===== src/rtl/zed_io_pkg.sv =====
// rtl/zed_io_pkg.sv - shared constants and types for the board I/O sequencer
// Holds the I/O register offsets, AXI response codes and the sequencer state enum.
package zed_io_pkg;

    localparam logic [31:0] REG_LED      = 32'h0000_0000;
    localparam logic [31:0] REG_SW       = 32'h0000_0004;
    localparam logic [31:0] REG_INT_STS  = 32'h0000_0008;
    localparam logic [31:0] REG_INT_ENA  = 32'h0000_000C;
    localparam logic [31:0] REG_EDGE_SEL = 32'h0000_0014;
    localparam logic [31:0] REG_DEB_ENA  = 32'h0000_0020;
    localparam logic [31:0] REG_DEB_TIME = 32'h0000_0024;
    localparam logic [31:0] REG_ID       = 32'h0000_0028;

    localparam logic [1:0] RESP_OKAY   = 2'b00;
    localparam logic [1:0] RESP_EXOKAY = 2'b01;
    localparam logic [1:0] RESP_SLVERR = 2'b10;
    localparam logic [1:0] RESP_DECERR = 2'b11;

    typedef enum logic [3:0] {
        ST_INIT_0,
        ST_INIT_1,
        ST_INIT_2,
        ST_INIT_3,
        ST_ID_RD,
        ST_IDLE,
        ST_ST_RD,
        ST_CLR_WR,
        ST_SW_RD,
        ST_LED_WR,
        ST_FAIL
    } seq_state_e;

endpackage


===== src/rtl/zed_io_seq_if.sv =====
// rtl/zed_io_seq_if.sv - AXI4-Lite bundle between the sequencer and the I/O register slave
// Carries the AW/W/B/AR/R channels; master drives VALIDs, addresses, write data and
// BREADY/RREADY, slave drives READYs, responses and read data.
interface zed_io_seq_if;
    logic        AWVALID;
    logic        AWREADY;
    logic [31:0] AWADDR;
    logic        WVALID;
    logic        WREADY;
    logic [31:0] WDATA;
    logic [3:0]  WSTRB;
    logic        BVALID;
    logic        BREADY;
    logic [1:0]  BRESP;
    logic        ARVALID;
    logic        ARREADY;
    logic [31:0] ARADDR;
    logic        RVALID;
    logic        RREADY;
    logic [31:0] RDATA;
    logic [1:0]  RRESP;

    modport master (
        output AWVALID, AWADDR, WVALID, WDATA, WSTRB, BREADY, ARVALID, ARADDR, RREADY,
        input  AWREADY, WREADY, BVALID, BRESP, ARREADY, RVALID, RDATA, RRESP
    );

    modport slave (
        input  AWVALID, AWADDR, WVALID, WDATA, WSTRB, BREADY, ARVALID, ARADDR, RREADY,
        output AWREADY, WREADY, BVALID, BRESP, ARREADY, RVALID, RDATA, RRESP
    );
endinterface


===== src/rtl/axi_lite_mst_if.sv =====
// rtl/axi_lite_mst_if.sv - single-outstanding AXI4-Lite transaction engine
// Ports: ACLK/ARESETn; cmd_valid/cmd_we/cmd_addr/cmd_wdata in, cmd_ready out (accepts
// when idle); done pulses in the completion cycle with rd_data and done_err (non-OKAY
// response of that transaction); rsp_err is the sticky response error; axi is the bus.
module axi_lite_mst_if
    import zed_io_pkg::*;
(
    input  logic         ACLK,
    input  logic         ARESETn,
    input  logic         cmd_valid,
    input  logic         cmd_we,
    input  logic [31:0]  cmd_addr,
    input  logic [31:0]  cmd_wdata,
    output logic         cmd_ready,
    output logic         done,
    output logic [31:0]  rd_data,
    output logic         done_err,
    output logic         rsp_err,
    zed_io_seq_if.master axi
);

    logic        busy_q, busy_d;
    logic        awvalid_q, awvalid_d;
    logic        wvalid_q, wvalid_d;
    logic        bready_q, bready_d;
    logic        arvalid_q, arvalid_d;
    logic        rready_q, rready_d;
    logic [31:0] addr_q, addr_d;
    logic [31:0] wdata_q, wdata_d;
    logic        rsp_err_q, rsp_err_d;
    logic        wr_done, rd_done;

    assign wr_done   = bready_q & axi.BVALID;
    assign rd_done   = rready_q & axi.RVALID;
    assign done      = wr_done | rd_done;
    assign done_err  = (wr_done && (axi.BRESP != RESP_OKAY)) ||
                       (rd_done && (axi.RRESP != RESP_OKAY));
    assign rd_data   = axi.RDATA;
    assign cmd_ready = ~busy_q;
    assign rsp_err   = rsp_err_q;

    assign axi.AWVALID = awvalid_q;
    assign axi.AWADDR  = addr_q;
    assign axi.WVALID  = wvalid_q;
    assign axi.WDATA   = wdata_q;
    assign axi.WSTRB   = 4'hF;
    assign axi.BREADY  = bready_q;
    assign axi.ARVALID = arvalid_q;
    assign axi.ARADDR  = addr_q;
    assign axi.RREADY  = rready_q;

    always_comb begin
        busy_d    = busy_q;
        awvalid_d = awvalid_q & ~axi.AWREADY;
        wvalid_d  = wvalid_q & ~axi.WREADY;
        arvalid_d = arvalid_q & ~axi.ARREADY;
        bready_d  = bready_q;
        rready_d  = rready_q;
        addr_d    = addr_q;
        wdata_d   = wdata_q;
        rsp_err_d = rsp_err_q | (done & done_err);

        if (wr_done) begin
            bready_d = 1'b0;
            busy_d   = 1'b0;
        end
        if (rd_done) begin
            rready_d = 1'b0;
            busy_d   = 1'b0;
        end

        // Issue cannot coincide with a completion: completion needs busy_q set.
        if (cmd_valid && !busy_q) begin
            busy_d  = 1'b1;
            addr_d  = cmd_addr;
            wdata_d = cmd_wdata;
            if (cmd_we) begin
                awvalid_d = 1'b1;
                wvalid_d  = 1'b1;
                bready_d  = 1'b1;
            end else begin
                arvalid_d = 1'b1;
                rready_d  = 1'b1;
            end
        end
    end

    always_ff @(posedge ACLK or negedge ARESETn) begin
        if (!ARESETn) begin
            busy_q    <= 1'b0;
            awvalid_q <= 1'b0;
            wvalid_q  <= 1'b0;
            bready_q  <= 1'b0;
            arvalid_q <= 1'b0;
            rready_q  <= 1'b0;
            addr_q    <= 32'h0;
            wdata_q   <= 32'h0;
            rsp_err_q <= 1'b0;
        end else begin
            busy_q    <= busy_d;
            awvalid_q <= awvalid_d;
            wvalid_q  <= wvalid_d;
            bready_q  <= bready_d;
            arvalid_q <= arvalid_d;
            rready_q  <= rready_d;
            addr_q    <= addr_d;
            wdata_q   <= wdata_d;
            rsp_err_q <= rsp_err_d;
        end
    end

endmodule


===== src/rtl/zed_io_seq.sv =====
// rtl/zed_io_seq.sv - autonomous AXI4-Lite master that boots and services the board I/O block
// Ports: ACLK/ARESETn; axi master bus; irq and mirror_en in; init_done, busy, err (sticky),
// evt_valid (one pulse per serviced interrupt) and evt_status (last status) out.
module zed_io_seq
    import zed_io_pkg::*;
#(
    parameter logic [4:0]  DEB_TIME = 5'd10,
    parameter logic [12:0] DEB_ENA  = 13'h1FFF,
    parameter logic [15:0] EDGE_CFG = 16'h1F1F,
    parameter logic [12:0] INT_ENA  = 13'h1FFF,
    parameter logic [31:0] ID_VALUE = 32'h7E8155AA
) (
    input  logic         ACLK,
    input  logic         ARESETn,
    zed_io_seq_if.master axi,
    input  logic         irq,
    input  logic         mirror_en,
    output logic         init_done,
    output logic         busy,
    output logic         err,
    output logic         evt_valid,
    output logic [12:0]  evt_status
);

    seq_state_e  state_q, state_d;
    logic        issued_q, issued_d;
    logic        init_done_q, init_done_d;
    logic        busy_q, busy_d;
    logic        err_q, err_d;
    logic        evt_valid_q, evt_valid_d;
    logic [12:0] evt_status_q, evt_status_d;
    logic [12:0] status_q, status_d;
    logic [7:0]  sw_q, sw_d;

    logic        cmd_valid, cmd_we, cmd_ready, done, done_err, rsp_err;
    logic [31:0] cmd_addr, cmd_wdata, rd_data;

    axi_lite_mst_if u_mst (
        .ACLK      (ACLK),
        .ARESETn   (ARESETn),
        .cmd_valid (cmd_valid),
        .cmd_we    (cmd_we),
        .cmd_addr  (cmd_addr),
        .cmd_wdata (cmd_wdata),
        .cmd_ready (cmd_ready),
        .done      (done),
        .rd_data   (rd_data),
        .done_err  (done_err),
        .rsp_err   (rsp_err),
        .axi       (axi)
    );

    assign init_done  = init_done_q;
    assign busy       = busy_q;
    assign err        = err_q;
    assign evt_valid  = evt_valid_q;
    assign evt_status = evt_status_q;

    always_comb begin
        state_d      = state_q;
        issued_d     = issued_q;
        init_done_d  = init_done_q;
        err_d        = err_q | rsp_err;
        evt_valid_d  = 1'b0;
        evt_status_d = evt_status_q;
        status_d     = status_q;
        sw_d         = sw_q;
        cmd_we       = 1'b0;
        cmd_addr     = 32'h0;
        cmd_wdata    = 32'h0;

        case (state_q)
            ST_INIT_0: begin cmd_we = 1'b1; cmd_addr = REG_DEB_TIME; cmd_wdata = {27'h0, DEB_TIME}; end
            ST_INIT_1: begin cmd_we = 1'b1; cmd_addr = REG_DEB_ENA;  cmd_wdata = {19'h0, DEB_ENA};  end
            ST_INIT_2: begin cmd_we = 1'b1; cmd_addr = REG_EDGE_SEL; cmd_wdata = {16'h0, EDGE_CFG}; end
            ST_INIT_3: begin cmd_we = 1'b1; cmd_addr = REG_INT_ENA;  cmd_wdata = {19'h0, INT_ENA};  end
            ST_ID_RD:  cmd_addr = REG_ID;
            ST_ST_RD:  cmd_addr = REG_INT_STS;
            ST_CLR_WR: begin cmd_we = 1'b1; cmd_addr = REG_INT_STS; cmd_wdata = {19'h0, status_q}; end
            ST_SW_RD:  cmd_addr = REG_SW;
            ST_LED_WR: begin cmd_we = 1'b1; cmd_addr = REG_LED; cmd_wdata = {24'h0, sw_q}; end
            default: ;
        endcase

        // Every state except IDLE and FAIL carries exactly one transaction.
        cmd_valid = (state_q != ST_IDLE) && (state_q != ST_FAIL) && !issued_q;
        if (cmd_valid && cmd_ready) begin
            issued_d = 1'b1;
        end

        if (done) begin
            issued_d = 1'b0;
            case (state_q)
                ST_INIT_0: state_d = ST_INIT_1;
                ST_INIT_1: state_d = ST_INIT_2;
                ST_INIT_2: state_d = ST_INIT_3;
                ST_INIT_3: state_d = ST_ID_RD;
                ST_ID_RD: begin
                    if (!done_err && (rd_data == ID_VALUE)) begin
                        init_done_d = 1'b1;
                        state_d     = ST_IDLE;
                    end else begin
                        err_d   = 1'b1;
                        state_d = ST_FAIL;
                    end
                end
                ST_ST_RD: begin
                    status_d = rd_data[12:0];
                    state_d  = ST_CLR_WR;
                end
                ST_CLR_WR: begin
                    evt_valid_d  = 1'b1;
                    evt_status_d = status_q;
                    state_d      = ST_IDLE;
                end
                ST_SW_RD: begin
                    sw_d    = rd_data[7:0];
                    state_d = ST_LED_WR;
                end
                ST_LED_WR: state_d = ST_IDLE;
                default: ;
            endcase
        end

        // irq wins over the mirror step and is only looked at here.
        if (state_q == ST_IDLE) begin
            if (irq) begin
                state_d = ST_ST_RD;
            end else if (mirror_en) begin
                state_d = ST_SW_RD;
            end
        end

        busy_d = (state_d != ST_IDLE);
    end

    always_ff @(posedge ACLK or negedge ARESETn) begin
        if (!ARESETn) begin
            state_q      <= ST_INIT_0;
            issued_q     <= 1'b0;
            init_done_q  <= 1'b0;
            busy_q       <= 1'b0;
            err_q        <= 1'b0;
            evt_valid_q  <= 1'b0;
            evt_status_q <= 13'h0;
            status_q     <= 13'h0;
            sw_q         <= 8'h0;
        end else begin
            state_q      <= state_d;
            issued_q     <= issued_d;
            init_done_q  <= init_done_d;
            busy_q       <= busy_d;
            err_q        <= err_d;
            evt_valid_q  <= evt_valid_d;
            evt_status_q <= evt_status_d;
            status_q     <= status_d;
            sw_q         <= sw_d;
        end
    end

endmodule


===== src/flat_wrapper.sv =====
// flat-port wrapper written by rule: the top's interface ports become plain ports
module zed_io_seq_flat import zed_io_pkg::*;
#(
    parameter logic [4:0]  DEB_TIME = 5'd10,
    parameter logic [12:0] DEB_ENA  = 13'h1FFF,
    parameter logic [15:0] EDGE_CFG = 16'h1F1F,
    parameter logic [12:0] INT_ENA  = 13'h1FFF,
    parameter logic [31:0] ID_VALUE = 32'h7E8155AA
)
  (ACLK, ARESETn, irq, mirror_en, init_done, busy, err, evt_valid, evt_status, axi_AWVALID, axi_AWADDR, axi_WVALID, axi_WDATA, axi_WSTRB, axi_BREADY, axi_ARVALID, axi_ARADDR, axi_RREADY, axi_AWREADY, axi_WREADY, axi_BVALID, axi_BRESP, axi_ARREADY, axi_RVALID, axi_RDATA, axi_RRESP);
  zed_io_seq_if axi_i ();
  input  logic ACLK;
  input  logic ARESETn;
  input  logic irq;
  input  logic mirror_en;
  output logic init_done;
  output logic busy;
  output logic err;
  output logic evt_valid;
  output logic [12:0] evt_status;
  output wire logic [$bits(axi_i.AWVALID)-1:0] axi_AWVALID;
  output wire logic [$bits(axi_i.AWADDR)-1:0] axi_AWADDR;
  output wire logic [$bits(axi_i.WVALID)-1:0] axi_WVALID;
  output wire logic [$bits(axi_i.WDATA)-1:0] axi_WDATA;
  output wire logic [$bits(axi_i.WSTRB)-1:0] axi_WSTRB;
  output wire logic [$bits(axi_i.BREADY)-1:0] axi_BREADY;
  output wire logic [$bits(axi_i.ARVALID)-1:0] axi_ARVALID;
  output wire logic [$bits(axi_i.ARADDR)-1:0] axi_ARADDR;
  output wire logic [$bits(axi_i.RREADY)-1:0] axi_RREADY;
  input wire logic [$bits(axi_i.AWREADY)-1:0] axi_AWREADY;
  input wire logic [$bits(axi_i.WREADY)-1:0] axi_WREADY;
  input wire logic [$bits(axi_i.BVALID)-1:0] axi_BVALID;
  input wire logic [$bits(axi_i.BRESP)-1:0] axi_BRESP;
  input wire logic [$bits(axi_i.ARREADY)-1:0] axi_ARREADY;
  input wire logic [$bits(axi_i.RVALID)-1:0] axi_RVALID;
  input wire logic [$bits(axi_i.RDATA)-1:0] axi_RDATA;
  input wire logic [$bits(axi_i.RRESP)-1:0] axi_RRESP;
  assign axi_AWVALID = axi_i.AWVALID;
  assign axi_AWADDR = axi_i.AWADDR;
  assign axi_WVALID = axi_i.WVALID;
  assign axi_WDATA = axi_i.WDATA;
  assign axi_WSTRB = axi_i.WSTRB;
  assign axi_BREADY = axi_i.BREADY;
  assign axi_ARVALID = axi_i.ARVALID;
  assign axi_ARADDR = axi_i.ARADDR;
  assign axi_RREADY = axi_i.RREADY;
  assign axi_i.AWREADY = axi_AWREADY;
  assign axi_i.WREADY = axi_WREADY;
  assign axi_i.BVALID = axi_BVALID;
  assign axi_i.BRESP = axi_BRESP;
  assign axi_i.ARREADY = axi_ARREADY;
  assign axi_i.RVALID = axi_RVALID;
  assign axi_i.RDATA = axi_RDATA;
  assign axi_i.RRESP = axi_RRESP;
  zed_io_seq #(.DEB_TIME(DEB_TIME), .DEB_ENA(DEB_ENA), .EDGE_CFG(EDGE_CFG), .INT_ENA(INT_ENA), .ID_VALUE(ID_VALUE)) u_core (.ACLK(ACLK), .ARESETn(ARESETn), .axi(axi_i), .irq(irq), .mirror_en(mirror_en), .init_done(init_done), .busy(busy), .err(err), .evt_valid(evt_valid), .evt_status(evt_status));
endmodule

===== config.mk =====
export PLATFORM = sky130hd
export DESIGN_NAME = zed_io_seq_flat
export DESIGN_NICKNAME = d
export VERILOG_FILES = /design/src/rtl/zed_io_pkg.sv /design/src/rtl/zed_io_seq_if.sv /design/src/rtl/axi_lite_mst_if.sv /design/src/rtl/zed_io_seq.sv /design/src/flat_wrapper.sv
export SDC_FILE = /design/constraint.sdc
export NUM_CORES = 1
export LEC_CHECK = 0
export CORE_MARGIN = 1.5
export CORE_UTILIZATION = 35
export DETAILED_ROUTE_END_ITERATION = 8
export PLACE_DENSITY = 0.67
export SYNTH_ARGS = -nofsm -noshare
export SYNTH_HDL_FRONTEND = slang
export SYNTH_SLANG_ARGS = --single-unit
export TNS_END_PERCENT = 30

===== constraint.sdc =====
create_clock -name ACLK -period 2.15 [get_ports ACLK]
set_clock_uncertainty 0.15 [all_clocks]
set_input_delay 0.43 -clock ACLK [delete_from_list [all_inputs] [get_ports ACLK]]
set_output_delay 0.43 -clock ACLK [all_outputs]
set_load 0.05 [all_outputs]

* Yosys cells after proc, flatten, opt, wreduce, memory -nomap -nowiden
Cells that the tools add are included.
** Storage, ports and cells
- Output and inout port bits :: 122
- Logic and storage cells :: 99
- Flip-flop bits (word level) :: 114
- Input port bits :: 45
** Cells by class
- Bitwise operators :: 13
- Equal/unequal tests :: 13
- Multiplexer cells :: 31
- Reduce and logical (&&, ||, !) cells :: 24
** Operators by type and width (count)
- 13-bit case mux with 5 select lines :: 1
- 6-bit case mux with 7 select lines :: 1
- 32-bit by 31-bit == test with 1-bit output (second input constant) :: 1
- 4-bit case mux with 8 select lines :: 1
- 1-bit two-way mux :: 23
- 4-bit two-way mux :: 5
- 4-bit by 3-bit == test with 1-bit output (second input constant) :: 4
- 4-bit by 2-bit == test with 1-bit output (second input constant) :: 2
- 4-bit == test (second input constant) :: 2
- 4-bit by 3-bit != test with 1-bit output (second input constant) :: 2
- 1-bit logical AND :: 7
- 1-bit AND :: 6
- 2-bit AND reduction :: 3
- 2-bit nonzero test :: 3
- 2-bit OR reduction :: 3
- 6-bit OR reduction :: 1
- 4-bit by 1-bit == test with 1-bit output (second input constant) :: 1
- 4-bit logical NOT :: 1
- 4-bit != test (second input constant) :: 1
- 1-bit inverter :: 4
- 1-bit logical NOT :: 3
- 1-bit bitwise OR :: 3
- 3-bit AND reduction :: 1
- 3-bit nonzero test :: 1
- 1-bit logical OR :: 1

* Longest topological paths before layout
Gate-level depths: netlist (run 1).
- Depth in word-level cells :: 12
- Gate-level depth with buffers :: 7

* Cells and area by module
From an unflattened synthesis (run 1), not the netlist that was laid out.
** Second synthesis, totals
- Cell total of the unflattened synthesis :: 445
- Area total of the unflattened synthesis :: 5744.3 µm²
** By module, submodules not included
- axi_lite_mst_if :: cells each 233, area each 3499.6 µm², seq. area each 1776.7 µm², instances 1
- zed_io_seq :: cells each 212, area each 2244.7 µm², seq. area each 1076.0 µm², instances 1

* Worst setup path after synthesis (run 1)
OpenSTA, ideal clock, no wires.
- Path kind :: reg-to-reg
- From :: register u_core.u_mst.bready_q (netlist: u_core.u_mst.axi.BREADY)
- To :: register u_core.status_q[10]
- Arrival :: 1.941 ns
- Path slack :: -0.066 ns
- Stages on the path, launching flop included :: 6
- Clock period less this slack :: 2.216 ns
- Setup time :: 0.125 ns
- Required time :: 1.875 ns
- Cells stage by stage :: dfrtp_1 a22oi_2 or4_1 buf_2 buf_6 mux2_4
** Between the ends
- Cells in the longest elaborated chain, start to end :: 3
** Ends and longest elaborated chain
- start, declared :: RTL line axi_lite_mst_if.sv:25 : logic bready_q, bready_d;
- start signal, assigned :: RTL line axi_lite_mst_if.sv:103 : bready_q <= bready_d;
- 1-bit AND :: RTL line axi_lite_mst_if.sv:33 : assign wr_done = bready_q & axi.BVALID;
- 1-bit bitwise OR :: RTL line axi_lite_mst_if.sv:35 : assign done = wr_done | rd_done;
- 2-bit AND reduction (no line)
- end signal, assigned :: RTL line zed_io_seq.sv:156 : status_q <= status_d;
- end, declared :: RTL line zed_io_seq.sv:32 : logic [12:0] status_q, status_d;
Every way passes these cells.
A chain may end at the register's enable or synchronous reset.

* Worst setup path after layout (run 1)
- From :: input port axi_RDATA[13]
- To :: register u_core.state_q[2]
** Between the ends
- Cells in the longest elaborated chain, start to end :: 8
** Ends and longest elaborated chain
- start, declared :: RTL line flat_wrapper.sv:36 : input wire logic [$bits(axi_i.RDATA)-1:0] axi_RDATA;
- 32-bit by 31-bit == test with 1-bit output (*) :: RTL line zed_io_seq.sv:99 : if (!done_err && (rd_data == ID_VALUE)) begin
- 1-bit logical AND (*) :: RTL line zed_io_seq.sv:99
- 4-bit two-way mux (*) :: RTL line zed_io_seq.sv:99
- 4-bit case mux with 8 select lines (*) :: RTL line zed_io_seq.sv:93 : case (state_q)
- 4-bit two-way mux (*) :: RTL line zed_io_seq.sv:91 : if (done) begin
- 4-bit two-way mux :: RTL line zed_io_seq.sv:129 : end else if (mirror_en) begin
- 4-bit two-way mux :: RTL line zed_io_seq.sv:127 : if (irq) begin
- 4-bit two-way mux (*) :: RTL line zed_io_seq.sv:126 : if (state_q == ST_IDLE) begin
- via u_core.state_d[2] :: RTL line zed_io_seq.sv:25 : seq_state_e state_q, state_d;
- end signal, assigned :: RTL line zed_io_seq.sv:149 : state_q <= state_d;
- end, declared :: RTL line zed_io_seq.sv:25
The timed path passes the listed nets; every way through them passes the cells marked *.

==> impl_results.md, run 1 <==
- FF+latch area: between 0.0015 and 0.002 mm^2
- Overall routing resource usage: roughly 15%
- Category of the most critical setup path: input pin to flip-flop
- Outcome: complete, but fails checks
- Clock Sink Count: 67
- Maximum number of pins on one net before global-route repair: 29
- Worst skew pair latency: 0.34 ns
- Cell at the root of the clock tree: clkbuf_8
- Hold crit path type: input pin to flip-flop
- Endpoint class of the critical path: flip-flop
- Total vias in the final route: roughly 2900
- Family with the most delay on the worst path: simple AND/OR/NAND/NOR gates
- Final core utilization: a little under half
- WP data arrival: 2.28 ns
- Launch point of the worst reg-to-reg path: u_core.state_q[2]$_DFF_PN0_
- Die area: about 0.012 mm^2
- Fraction of synthesis flops using an asynchronous set or reset pin: between 90% and 100%
- Largest driver fanout on the critical path: 2
- Syn. warnings: 0
- Clock H-tree levels: 3
- WL/cell: 14.01 um
- Clock transition at the registers of the reported paths: about 0.07 ns
- Maximum clock frequency: between 400 and 500 MHz
- Global-route wire length before repair: 13690 um
- Number of antenna-violating nets in the routed design: 0
- Fraction of layout instances using a drive strength above 1: around a quarter
- Largest incremental delay on the critical path: 0.47 ns
- Cell Area, Placed: 0.004684 mm^2
- Overall power of the completed layout: a little under 4 mW
- Via count of the first global-routing pass: about 2700
- Setup ws final: -0.01690 ns
- Netlist area before placement: 0.003817 mm^2
- CP startpoint: axi_RDATA[13]
- First-pass iteration count of the detailed router: 4
- Measured slew at the worst slew-check pin: ~0.56 ns
- Cell variety after synth: 48
- Antenna violations before repair: 0
- Post-detailed-route DRC marker count: 0
- Via-per-instance ratio: approximately 4.6
- Static leakage power: 2.507 nW
- Boundary Pins: 167
- Total congestion overflow: 0
- Final design area excluding fillers: roughly 0.0050 mm^2
- Count of port buffers added during placement: between 80 and 90
- Worst setup SP type: input pin
- Worst path bufs/invs: 3
- Violated checks: setup timing
- Die height: between 100 and 150 um
- DRT Wirelength: a little under 9000 um
- Pins over their slew limit: 0
- Power per standard cell area: roughly 800 mW/mm^2
- Count of flip-flops with a built-in enable after synthesis: 0
- Launch instance of the worst min-delay path: axi_RDATA[10]
- Initial core utilization: a little over a third
- Clock tree from TritonCTS: done
- Sequential-to-total area share from yosys stat: between 40% and 50%
- Number of max-cap violations: 0
- Core region area: between 0.01 and 0.015 mm^2
- Die Span X: roughly 110 um
- Total setup violations reported at the end of the flow: 2
- Slowest stage cell on the critical path: clkdlybuf4s50_1
- Number of standard cells after synthesis: 370
- Most frequent CP cell: buf_4
- Post-synth top area cell: dfrtp_1
- Most area-consuming cells after synthesis: dfrtp_1 (44%), buf_4 (17%), mux2_2 (7.1%)
- Starting DRT DRC Count: 116
- Final weighted congestion of routability-driven global placement: 0.8489
- Row count: 37
- Maximum buffer depth of the clock tree: 2
- Area share of the leading cell type in the synthesized netlist: 43.92%
- Detailed-placement wirelength estimate: between 6000 and 7000 um
- Worst IR drop on VDD: about 0.57 mV
- Post-route fraction of the period consumed by the critical path: 100.8%
- Number of nets in the layout: between 500 and 600
- Cts bufs inserted: 9
- Number of filler cells placed in the layout: just under 1000
- Primary FF master, synth: dfrtp_1
- Rel. slew slack: just over 60%
- Number of inserted diodes: 0
- Min Clock Period, post-route: 2.167 ns
- Hold violation total from the final report: 0
- Mean instance size in the synthesized netlist: around 10 um^2
- Post-synthesis sequential element count: between 60 and 70
- Required time of the critical path: between 2 and 2.5 ns
- Area of the multi-input gates: between 0.0015 and 0.002 mm^2
- List of cells traversed by the critical path: clkdlybuf4s50_1, nor4bb_4, nand4_1, nor4_2, buf_4, buf_4, nor2_1, o21bai_1
- Layout Area Growth over Synthesis: 30.22%
==> final timing paths <==
kind                                                          endpoint  slack (ns)  cells after the start
max in group asynchronous                  u_core.state_q[1]$_DFF_PN0_        0.87                      3
worst min register to register          u_core.u_mst.rsp_err$_DFF_PN0_        0.33                      1
worst min-delay path                   u_core.status_q[10]$_DFFE_PN0P_        0.26                      2
worst max-delay path                       u_core.state_q[2]$_DFF_PN0_       -0.02                      8
worst max register to register  u_core.u_mst.axi.ARADDR[5]$_DFFE_PN0P_        0.08                      5
min in group asynchronous                 u_core.init_done$_DFFE_PN0P_        0.45                      2
==> sequential cells by signal, indices dropped and copies added, names as in the netlist <==
register                  flops
u_core.evt_status            13
u_core.status_q              13
u_core.u_mst.axi.WDATA       13
u_core.sw_q                   8
u_core.state_q                4
u_core.u_mst.axi.ARADDR       4
u_core.busy                   1
u_core.err                    1
u_core.evt_valid              1
u_core.init_done              1
u_core.issued_q               1
u_core.u_mst.axi.ARVALID      1
u_core.u_mst.axi.AWVALID      1
u_core.u_mst.axi.BREADY       1
u_core.u_mst.axi.RREADY       1
u_core.u_mst.axi.WVALID       1
u_core.u_mst.busy_q           1
u_core.u_mst.rsp_err          1
==> area by class of cell <==
class                           instances  area share [%]
Timing Repair Buffer                  122           23.76
Sequential cell                        67           33.78
Tap cell                              136           3.423
Clock inverter                          5          0.6292
Inverter                               10          0.7551
Multi-Input combinational cell        267           35.09
Clock buffer                           10           2.567
==> logic make-up (layout without fill, tap and decap cells) <==
| family | Yosys count | in the layout | share of synthesized area, % |
|---|---|---|---|
| AOI/OAI and AO/OA | 73 | 73 | 12.52 |
| other | 2 | 79 | 0.1967 |
| and+or+nand+nor | 77 | 77 | 11.31 |
| muxes | 38 | 38 | 12.06 |
| buffers and inverters | 113 | 147 | 19.99 |
| DFF | 67 | 67 | 43.92 |
==> layer usage <==
layer	vias to the layer above	GRT usage [%]	share of wire, %
met5	-	0	0
met3	12	3.450	6.7
met1	1378	19.69	43
met2	134	25.43	49
met4	0	4.793	1.3
li1	1335	-	-
==> per-stage QoR <==
stage / hold slack (ns) / std cells / setup TNS [ns] / worst slack [ns]
2_1_floorplan: -0.01559 / 447 / 0 / 0.1189
3_3_place_gp: 0.2686 / 600 / -6.167 / -0.4254
3_5_place_dp: 0.2758 / 600 / -7.037 / -0.5154
4_1_cts: 0.3295 / 616 / 0 / 0.004676
5_1_grt: 0.2299 / 617 / -0.1448 / -0.07431
6_report: 0.2550 / 617 / -0.03293 / -0.01690
==> layout by cell type, fill, tap and decap left out, types with 2 or more instances in the layout <==
cell,synthesis,final
nand3_1,2,2
dfrtp_1,67,65
clkdlybuf4s50_1,0,52
a2bb2oi_1,3,3
a2111oi_2,2,2
inv_1,9,9
o21ai_1,13,13
buf_4,85,47
dlygate4sd2_1,0,2
nor2b_1,7,7
mux2_4,10,10
nor4bb_1,7,3
nand2_1,28,28
nor4bb_4,0,4
dfrtp_2,0,2
clkinv_2,0,3
o221a_2,2,2
a21o_1,3,3
clkbuf_8,0,9
conb_1,2,79
o211ai_1,4,4
a21oi_1,23,23
mux2_2,24,24
o21ai_0,10,10
and4b_1,2,2
mux2i_1,4,4
a22o_1,3,3
o21bai_1,2,2
dlymetal6s2s_1,0,14
nand2b_1,6,6
buf_12,0,5
nor2_1,9,9
nand4_1,3,3
nor3_1,3,2
or4_1,2,2
nor3_2,1,2
==> power by group <==
group / switching (mW) / internal [mW]
Clock: 0.470 / 0.407
Combinational: 0.905 / 0.514
Sequential: 0.179 / 1.49
==> timing repair <==
action / CTS / global route
setup buffers: 0 / 1
endpoints found under the hold margin: 19 / 0
pin swaps: 2 / 8
cloned: 0 / 0
hold buffers: 1 / 0
endpoints found under the setup margin: 8 / 8
resized for setup: 5 / 22
==> Yosys cell counts, types with 2 or more instances <==
cell type  instances
buf_4             85
mux2i_1            4
a2111oi_2          2
inv_1              9
nand3_1            2
nand2_1           28
conb_1             2
buf_1              4
o221a_2            2
nor2_1             9
nand2b_1           6
nor4bb_1           7
and4b_1            2
dfrtp_1           67
mux2_4            10
nor2b_1            7
buf_2             10
a22o_1             3
nand4_1            3
o21ai_1           13
o21ai_0           10
mux2_2            24
clkbuf_1           3
a21oi_1           23
nor3_1             3
a2bb2oi_1          3
or4_1              2
o211ai_1           4
a21o_1             3
o21bai_1           2
Power figures use the tool's default switching activity.
==> run 2, diff against run 1 <==
Settings changed: ABC_CLOCK_PERIOD_IN_PS from default to 2150.
==> results of run 2 <==
The final DEF is identical to that of run 1; final timing and power are the same.
==> run 3, diff against run 2 <==
Settings changed: GPL_TIMING_DRIVEN from default to 0.
==> impl_results.md, run 3 (synthesis gave the netlist of run 1 again) <==
- Outcome: complete, but fails checks (unchanged)
- Violated checks: setup timing (unchanged)
- Required time of the critical path: 2.21 ns (was 2.26 ns)
- Most common cell after layout, fill and taps aside: buf_4 (was conb_1)
- Power per standard cell area: 789.8 mW/mm^2 (was 798.0 mW/mm^2)
- Hold violation total from the final report: 0 (unchanged)
- Count of port buffers added during placement: 87 (unchanged)
- Clock Sink Count: 67 (unchanged)
- Antenna violations before repair: 0 (unchanged)
- Row count: 37 (unchanged)
- Fraction of layout instances using a drive strength above 1: 31.15% (was 25.16%)
- Number of antenna-violating nets in the routed design: 0 (unchanged)
- Hold slack: 0.03026 ns (was 0.2550 ns)
- Critical path destination: u_core.busy$_DFF_PN0_ (was u_core.state_q[2]$_DFF_PN0_)
- Worst R2R End: u_core.sw_q[1]$_DFFE_PN0P_ (was u_core.u_mst.axi.ARADDR[5]$_DFFE_PN0P_)
- WP data arrival: 2.26 ns (was 2.28 ns)
- Clock tree from TritonCTS: done (unchanged)
- CP startpoint: axi_RDATA[5] (was axi_RDATA[13])
- Via count of the first global-routing pass: 2783 (was 2673)
- FF-to-FF setup slack: 0.02 ns (was 0.08 ns)
- Cell at the root of the clock tree: clkbuf_8 (unchanged)
- Number of buffers inserted by hold repair at cts: 0 (was 1)
- Global-route wire length before repair: 13660 um (was 13690 um)
- Launch point of the worst reg-to-reg path: u_core.state_q[1]$_DFF_PN0_ (was u_core.state_q[2]$_DFF_PN0_)
- Number of filler cells placed in the layout: 965 (was 989)
- Die height: 107.4 um (unchanged)
- Area of the multi-input gates: 0.001732 mm^2 (was 0.001744 mm^2)
- Die area: 0.01154 mm^2 (unchanged)
- Leading cell types in the layout, fill and taps excluded: buf_4 (89), conb_1 (79), clkdlybuf4s50_1 (74), dfrtp_1 (65), nand2_1 (28) (was conb_1 (79), dfrtp_1 (65), clkdlybuf4s50_1 (52), buf_4 (47), nand2_1 (28))
- Category of the most critical setup path: input pin to flip-flop (unchanged)
- Maximum number of pins on one net before global-route repair: 68 (was 29)
- Overall power of the completed layout: 4.289 mW (was 3.967 mW)
- Number of inserted diodes: 0 (unchanged)
- First-pass iteration count of the detailed router: 4 (unchanged)
- Initial core utilization: 36.49% (unchanged)
- Setup ws final: -0.04884 ns (was -0.01690 ns)
- Static leakage power: 2.718 nW (was 2.507 nW)
- Endpoint class of the critical path: flip-flop (unchanged)
- DRT Wirelength: 8774 um (was 8647 um)
- Post-route fraction of the period consumed by the critical path: 102.3% (was 100.8%)
- Core region area: 0.01046 mm^2 (unchanged)
- FF+latch area: 0.001679 mm^2 (unchanged)
- Measured slew at the worst slew-check pin: 0.8258 ns (was 0.5647 ns)
- Hold crit path type: input pin to async pin (was input pin to flip-flop)
- Die Span X: 107.4 um (unchanged)
- Rel. slew slack: 44.95% (was 62.07%)
- Worst IR drop on VDD: 0.4792 mV (was 0.5742 mV)
- Overall routing resource usage: 15.21% (was 15.27%)
- Fin Setup TNS: -0.04884 ns (was -0.03293 ns)
- Pins over their slew limit: 0 (unchanged)
- Total setup violations reported at the end of the flow: 1 (was 2)
- Post-detailed-route DRC marker count: 0 (unchanged)
- Final weighted congestion of routability-driven global placement: 0.8818 (was 0.8489)
- Worst skew pair latency: 0.35 ns (was 0.34 ns)
- Layout Area Growth over Synthesis: 42.25% (was 30.22%)
- Total vias in the final route: 3030 (was 2859)
- Final core utilization: 51.90% (was 47.51%)
- Number of max-cap violations: 0 (unchanged)
- Min Clock Period, post-route: 2.199 ns (was 2.167 ns)
- Cts bufs inserted: 9 (unchanged)
- Unrepaired setup endpoints after global routing: true
- Cell count of the worst reg-to-reg path: 5 (unchanged)
- Worst setup SP type: input pin (unchanged)
- Number of nets in the layout: 590 (was 522)
- Largest driver fanout on the critical path: 3 (was 2)
- Boundary Pins: 167 (unchanged)
- WL/cell: 12.81 um (was 14.01 um)
- Clock transition at the registers of the reported paths: 0.07 ns (about the same)
- Place WS: -0.6768 ns (was -0.5154 ns)
- Via-per-instance ratio: 4.423 (was 4.634)
- Maximum clock frequency: 454.8 MHz (was 461.5 MHz)
- Starting DRT DRC Count: 167 (was 116)
- Total congestion overflow: 0 (unchanged)
- Maximum buffer depth of the clock tree: 2 (unchanged)
- Clock H-tree levels: 3 (unchanged)
- Detailed-placement wirelength estimate: 6776 um (was 6714 um)
-- run 3: cell count changes in the layout (fill, tap and decap cells not counted), sizes merged --
cell / previous run / this run
buf: 53 / 99
clkdlybuf4s50: 52 / 74
dlymetal6s2s: 14 / 3
clkbuf: 10 / 18
dlygate4sd2: 2 / 6
bufinv: 0 / 2
clkinv: 4 / 3
clkinvlp: 1 / 0
dlygate4sd3: 1 / 0
-- run 3: worst max-delay path, stage by stage --
cell and delay, ns:
clkdlybuf4s50_1 0.51, nor4bb_4 0.35, nand4_1 0.12, buf_4 0.18, nor4_4 0.31, o221a_2 0.25, o2111ai_1 0.11
-- run 3: worst min path at each step --
stage / from / end / slack (ns) / depth (start not counted)
6_report: ARESETn / u_core.busy$_DFF_PN0_ / 0.03 / 1
5_1_grt: ARESETn / u_core.state_q[1]$_DFF_PN0_ / 0.11 / 1
4_1_cts: ARESETn / u_core.busy$_DFF_PN0_ / 0.07 / 1
3_5_place_dp: u_core.u_mst.rsp_err$_DFF_PN0_ / u_core.u_mst.rsp_err$_DFF_PN0_ / 0.32 / 1
3_3_place_gp: u_core.u_mst.rsp_err$_DFF_PN0_ / u_core.u_mst.rsp_err$_DFF_PN0_ / 0.30 / 1
2_1_floorplan: ARESETn / u_core.busy$_DFF_PN0_ / -0.02 / 0
-- run 3: metal layers --
layer  part of all wire [%]  global-route usage [%]  vias up
met5                      0                       0        -
met4                    1.5                   5.545        0
met3                    8.2                   3.329       12
met2                     48                   24.98      141
met1                     42                   19.66     1405
li1                       -                       -     1472
-- run 3: power by group --
group	switching, mW	internal [mW]
clock network	0.474	0.645
logic	0.940	0.571
registers	0.168	1.49
-- run 3: cell type report --
| type | count | area share [%] |
|---|---|---|
| buffer | 102 | 13.57 |
| clock buffer | 10 | 2.350 |
| clock inverter | 5 | 1.452 |
| inverter | 10 | 0.6912 |
| multi-input combinational | 267 | 31.89 |
| sequential | 67 | 30.92 |
| tap | 136 | 3.134 |
| timing repair buffer | 88 | 15.99 |
-- run 3: through the flow --
step | cells | area, um^2
finish | 685 | 5430
global route | 685 | 5430
CTS | 685 | 5385
floorplan | 447 | 4109
detailed placement | 670 | 5147
global placement | 670 | 5150
-- run 3: what timing repair did --
action                                  CTS  global route
pin swaps                                 1             1
endpoints found under the setup margin   41            38
setup buffers                             1             0
resized for setup                        16            13
